===== src/rtl/fifo_pkg.sv =====
// fifo_pkg: default sizing constants and level-compare helpers shared by the
// FIFO top and its sub-modules.
package fifo_pkg;

  localparam int DEF_DATA_W = 12;
  localparam int DEF_DEPTH  = 8;

  // True when an occupancy value is at or above a threshold.
  function automatic logic level_ge(input int unsigned lvl, input int unsigned thr);
    return (lvl >= thr);
  endfunction

  // True when an occupancy value is at or below a threshold.
  function automatic logic level_le(input int unsigned lvl, input int unsigned thr);
    return (lvl <= thr);
  endfunction

endpackage


===== src/rtl/fifo_ptr.sv =====
// fifo_ptr: wrap-around pointer counter with synchronous clear and increment.
// Clear wins over increment so a flush always lands the pointer on zero.
module fifo_ptr
  import fifo_pkg::*;
#(
  parameter int PTR_W = 4
) (
  input  logic             clk,
  input  logic             rst_n,
  input  logic             clr,
  input  logic             inc,
  output logic [PTR_W-1:0] ptr
);

  logic [PTR_W-1:0] ptr_q;
  logic [PTR_W-1:0] ptr_d;

  // Next pointer value: clear, advance (modulo 2^PTR_W) or hold.
  always_comb begin
    // NOTE: every always_comb output gets a default first so no path can infer a latch.
    ptr_d = ptr_q;
    if (clr) begin
      ptr_d = '0;
    end else if (inc) begin
      ptr_d = ptr_q + PTR_W'(1);
    end
  end

  // Pointer register with asynchronous reset to zero.
  always_ff @(posedge clk or negedge rst_n) begin
    // NOTE: sequential state uses non-blocking assignment so all flops update together.
    if (!rst_n) begin
      ptr_q <= '0;
    end else begin
      ptr_q <= ptr_d;
    end
  end

  assign ptr = ptr_q;

endmodule


===== src/rtl/param_fifo.sv =====
// param_fifo: synchronous first-word-fall-through FIFO with occupancy flags,
// level output, flush and optional sticky overflow/underflow flags.
// Define PARAM_FIFO_ERR_EN to build the sticky error flags; otherwise they
// read constant 0 and clr_err has no effect.
module param_fifo
  import fifo_pkg::*;
#(
  parameter int DATA_W   = DEF_DATA_W,
  parameter int DEPTH    = DEF_DEPTH,
  parameter int AF_LEVEL = DEPTH - 2,
  parameter int AE_LEVEL = 2
) (
  input  logic                       clk,
  input  logic                       rst_n,
  input  logic                       flush,
  input  logic                       wr_en,
  input  logic [DATA_W-1:0]          wr_data,
  input  logic                       rd_en,
  output logic [DATA_W-1:0]          rd_data,
  output logic                       full,
  output logic                       empty,
  output logic                       almost_full,
  output logic                       almost_empty,
  output logic [$clog2(DEPTH):0]     level,
  output logic                       overflow_err,
  output logic                       underflow_err,
  input  logic                       clr_err
);

  localparam int ADDR_W = $clog2(DEPTH);
  localparam logic [ADDR_W:0] DEPTH_L = (ADDR_W + 1)'(DEPTH);

  logic [ADDR_W:0]   wr_ptr;
  logic [ADDR_W:0]   rd_ptr;
  logic              rd_acc;
  logic              wr_acc;
  logic [DATA_W-1:0] mem [DEPTH];

  // Occupancy and flags come from the registered pointers only; the extra
  // wrap bit separates full (difference DEPTH) from empty (difference 0).
  assign level        = wr_ptr - rd_ptr;
  assign empty        = (level == '0);
  assign full         = (level == DEPTH_L);
  assign almost_full  = level_ge(int'(level), AF_LEVEL);
  assign almost_empty = level_le(int'(level), AE_LEVEL);

  // A pop frees a slot in the same cycle, so a full FIFO still takes a write
  // alongside a read.
  assign rd_acc = rd_en & ~empty;
  assign wr_acc = wr_en & (~full | rd_acc);

  fifo_ptr #(.PTR_W(ADDR_W + 1)) u_wr_ptr (
    .clk   (clk),
    .rst_n (rst_n),
    .clr   (flush),
    .inc   (wr_acc & ~flush),
    .ptr   (wr_ptr)
  );

  fifo_ptr #(.PTR_W(ADDR_W + 1)) u_rd_ptr (
    .clk   (clk),
    .rst_n (rst_n),
    .clr   (flush),
    .inc   (rd_acc & ~flush),
    .ptr   (rd_ptr)
  );

  // Storage write; flush suppresses the write along with the pointer moves.
  always_ff @(posedge clk) begin
    // NOTE: the array has no reset; reset only clears the pointers, which discards the contents.
    if (wr_acc && !flush) begin
      mem[wr_ptr[ADDR_W-1:0]] <= wr_data;
    end
  end

  // Head of queue presented with no read latency.
  assign rd_data = mem[rd_ptr[ADDR_W-1:0]];

`ifdef PARAM_FIFO_ERR_EN
  logic ovf_q, ovf_d;
  logic unf_q, unf_d;
  logic ovf_set, unf_set;

  // A flush cycle ignores the requests, so it cannot raise an error either.
  assign ovf_set = wr_en & ~wr_acc & ~flush;
  assign unf_set = rd_en & empty & ~flush;

  // Sticky flags: set beats clear when both happen in one cycle.
  always_comb begin
    ovf_d = ovf_q;
    unf_d = unf_q;
    if (clr_err) begin
      ovf_d = 1'b0;
      unf_d = 1'b0;
    end
    if (ovf_set) ovf_d = 1'b1;
    if (unf_set) unf_d = 1'b1;
  end

  // Error flag registers, cleared asynchronously by reset.
  always_ff @(posedge clk or negedge rst_n) begin
    if (!rst_n) begin
      ovf_q <= 1'b0;
      unf_q <= 1'b0;
    end else begin
      ovf_q <= ovf_d;
      unf_q <= unf_d;
    end
  end

  assign overflow_err  = ovf_q;
  assign underflow_err = unf_q;
`else
  logic unused_clr_err;
  assign unused_clr_err = clr_err;
  assign overflow_err   = 1'b0;
  assign underflow_err  = 1'b0;
`endif

endmodule


===== config.mk =====
export PLATFORM = sky130hd
export DESIGN_NAME = param_fifo
export DESIGN_NICKNAME = d
export VERILOG_FILES = /design/src/rtl/fifo_pkg.sv /design/src/rtl/fifo_ptr.sv /design/src/rtl/param_fifo.sv
export SDC_FILE = /design/constraint.sdc
export NUM_CORES = 1
export LEC_CHECK = 0
export CELL_PAD_IN_SITES_DETAIL_PLACEMENT = 1
export CELL_PAD_IN_SITES_GLOBAL_PLACEMENT = 1
export CORE_UTILIZATION = 49
export DETAILED_ROUTE_END_ITERATION = 12
export HOLD_SLACK_MARGIN = 0.06
export PLACE_DENSITY = 0.76
export SYNTH_ARGS = -nofsm -noshare
export SYNTH_HDL_FRONTEND = slang
export SYNTH_SLANG_ARGS = --single-unit
export TNS_END_PERCENT = 50

===== constraint.sdc =====
create_clock -name clk -period 4.5 [get_ports clk]
set_input_delay 0.9 -clock clk [delete_from_list [all_inputs] [get_ports clk]]
set_output_delay 0.9 -clock clk [all_outputs]
set_load 0.02 [all_outputs]

==> reports/results.tsv <==
stage	metric	value	unit
route	drtIter0Drc	73	
status	status	completed	
die	fp.dieArea	9150	um^2
yosys	syn_avg_cell_area	17.7	um^2
setup_path	cp_max_fo	16	
grt	grt_use_total	20.6	%
worst_hold_path	hp-class	register to register	
route	vias_per_cell	5.63	
setup_path	startpoint_type	register	
place	dp_hpwl	5.28	mm
setup_path	critPathBufInv	3	
setup_path	crit_arrival	3.14	ns
die	initial_core_util	51.5	%
flow_run	drv_cap	0	
timing	max-slew-margin-rel	55.5	%
setup_path	cp_slowest_stage_delay	0.78	ns
setup_path	cp_slowest_cell	dfrtp_1	
power_and_ir_drop	p_leak	1.70	nW
route	wire_per_inst	21.1	um
clock_tree	cts_sinks	104	
timing	tightest_slew	0.667	ns
route	drc	0	
grt	grt_pass1_vias	2364	
clock_tree	cts_tree	built	
yosys	synth_top_area_share	67.1	%
grt	overflow	0	
clock_tree	clkLatencyLatePin	0.35	ns
setup_path	path_cells	inv_1 -> ha_1 -> a21oi_1 -> a21oi_2 -> nor2_4 -> inv_1 -> a211oi_1 -> clkdlybuf4s50_1	
timing	hold_viol	0	
yosys	yosys_warnings	0	
timing	finalMaxSlewViolations	0	
clock_tree	htree_levels	3	
timing	finClkSkew	0.0145	ns
route	wl	8.43	mm
layout	layout-drive-gt1-share	22.4	%
route	drt_first_pass_iters	4	
yosys	synth_area_leaders	edfxtp_1 (67%), mux4_2 (13%), dfrtp_1 (4.7%), nand2_1 (3.3%), ha_1 (1.5%)	
clock_tree	hold_buffers	0	
worst_hold_path	min_from	u_rd_ptr.ptr[3]	
yosys	ys_seq_area_share	71.8	%
setup_path	path_class	register to primary output	
clock_tree	cts_buffer_depth	2	
die	row_count	33	
timing	setup_tns	0	ns
yosys	synth_cells	243	
place	gp_congestion	0.724	
die	io_pins	40	
grt	antenna_found_initial	0	
clock_tree	ctsResizeCount	0	
power_and_ir_drop	ir_drop	276	uV
setup_path	path_common_cell	inv_1	
timing	fmax	0.247	GHz
die	die-width	95.6	um
timing	min_period_over_period	89.8	%
clock_tree	post_cts_buffers	0	
setup_path	crit_path_start	u_rd_ptr.ptr[2]	
place	dpl-instance-area	4860	um^2
timing	post-route-min-period	4.04	ns
yosys	yosysUniqueCellTypes	36	
setup_path	r2r-start	u_rd_ptr.ptr[2]	
timing	rsz0062_at_grt	false	
route	drtAntennaViolNets	0	
clock_tree	cts_buffers	9	
setup_path	endpoint_kind	primary output	
die	fp.dieH	95.6	um
clock_tree	path_clk_slew	0.09	ns
grt	grt_start_max_net_pins	28	
setup_path	rrSetupSlack	1.43	ns
grt	grt_pass1_wl	12.9	mm
die	coreArea	8340	um^2
layout	area_delta_synth_final	17.7	%
route	vias	2252	
setup_path	worst-endpoint-required	3.60	ns
yosys	synth-seq-cells	104	
clock_tree	root_buffer	clkbuf_8	
yosys	synth_top_area_cell	edfxtp_1	
yosys	syn_area	4300	um^2
setup_path	path_delay_family	buffers and inverters	
place	io_buffers	36	
layout	design_area	5060	um^2
layout	num_antenna_cells	0	
power_and_ir_drop	power_density	540	nW/um^2
layout	nets	314	
timing	setup_viol	0	
==> Yosys cell counts <==
cell type  number
a211oi_1        1
a21oi_1         4
a21oi_2         1
and3_4          1
buf_1           2
buf_2           3
buf_4           2
clkbuf_1        5
conb_1          1
dfrtp_1         8
edfxtp_1       96
fa_1            1
ha_1            5
inv_1           9
mux2_1          1
mux2_2          1
mux2i_1         3
mux4_2         24
nand2_1        38
nand2b_1        3
nand3_1         1
nand3_2         1
nand3b_1        1
nand4_1         1
nor2_1          7
nor2_4          1
nor2b_1         2
nor3_1          4
nor4_1          4
o21ai_0         3
o311ai_1        1
o31ai_4         2
or2_2           1
or3_1           2
xnor2_1         1
xor2_1          2
==> worst min-delay path: stages (launching register included) <==
cell and delay [ns]:
dfrtp_1 0.41, o21ai_0 0.08, a21oi_1 0.07
==> placed cells by master (no fill, tap or decap), types with 2 or more instances in the layout <==
cell,count
nor4_2,4
conb_1,2
o31ai_4,2
or3_1,2
nand2_1,38
buf_4,11
a21oi_1,4
inv_1,9
nor3_2,4
mux2i_1,3
nand2b_1,3
ha_1,5
o21ai_0,3
edfxtp_1,96
clkinv_1,2
nor2_1,7
clkdlybuf4s50_1,36
dfrtp_1,7
mux4_2,24
nor2b_1,2
clkbuf_8,9
inv_6,2
xor2_1,2
==> cell families (layout without fill, tap and decap cells) <==
logic type	count (synthesis)	after routing	synth area share, %
adders and majority gates	6	6	1.92
muxes	29	29	13.8
DFF	104	104	71.8
other	1	2	0.0873
and+or+nand+nor	67	67	7.34
AOI/OAI and AO/OA	12	12	2.39
buffers and inverters	21	72	2.10
xor gates and xnor gates	3	3	0.612
==> power by group <==
| group | switching (W) | leakage (nW) | internal, W |
|---|---|---|---|
| combinational | 0.000554 | 0.631 | 0.000495 |
| sequential | 0.0000236 | 0.975 | 0.00110 |
| clock | 0.000306 | 0.0951 | 0.000257 |
==> registers in the layout, summed over array words and instances, names as in the netlist <==
name and count:
mem 96, u_rd_ptr.ptr 4, u_wr_ptr.ptr 4
==> stage by stage <==
step	util (%)	hold slack, ns	worst slack [ns]	std cells	total power (W)
3_5_place_dp	58.3	0.595	0.811	384	0.00221
3_3_place_gp	58.3	0.557	0.916	384	0.00218
2_1_floorplan	-	0.540	0.905	244	0.00182
4_1_cts	60.6	0.607	0.406	400	0.00276
6_report	60.6	0.602	0.458	400	0.00273
5_1_grt	60.6	0.616	0.241	400	0.00287
==> final timing paths <==
kind,cells past startpoint,endpoint
setup / recovery,8,almost_empty
hold reg to reg,2,u_rd_ptr.ptr[3]
max in group asynchronous,1,u_rd_ptr.ptr[0]
hold / removal,2,u_rd_ptr.ptr[3]
min in group asynchronous,1,u_wr_ptr.ptr[3]
setup reg to reg,8,mem[2][3]
==> per-layer routing <==
metal / up-vias / GRT usage, % / routed length (um)
li1: 1026 / - / -
met2: 40 / 35.8 / 4450
met5: - / 0 / 0
met3: 6 / 3.83 / 277
met1: 1180 / 26.1 / 3660
met4: 0 / 6.72 / 51
==> cell type report <==
cell class | instances | area, um^2
multi-input cells | 119 | 1170
clock buffers | 9 | 124
fillers | 747 | 3280
flip-flops and latches | 104 | 3080
inverters | 9 | 33.8
well taps | 105 | 131
repair buffers | 47 | 443
clock inverters | 7 | 67.6
Power figures use the tool's default switching activity.
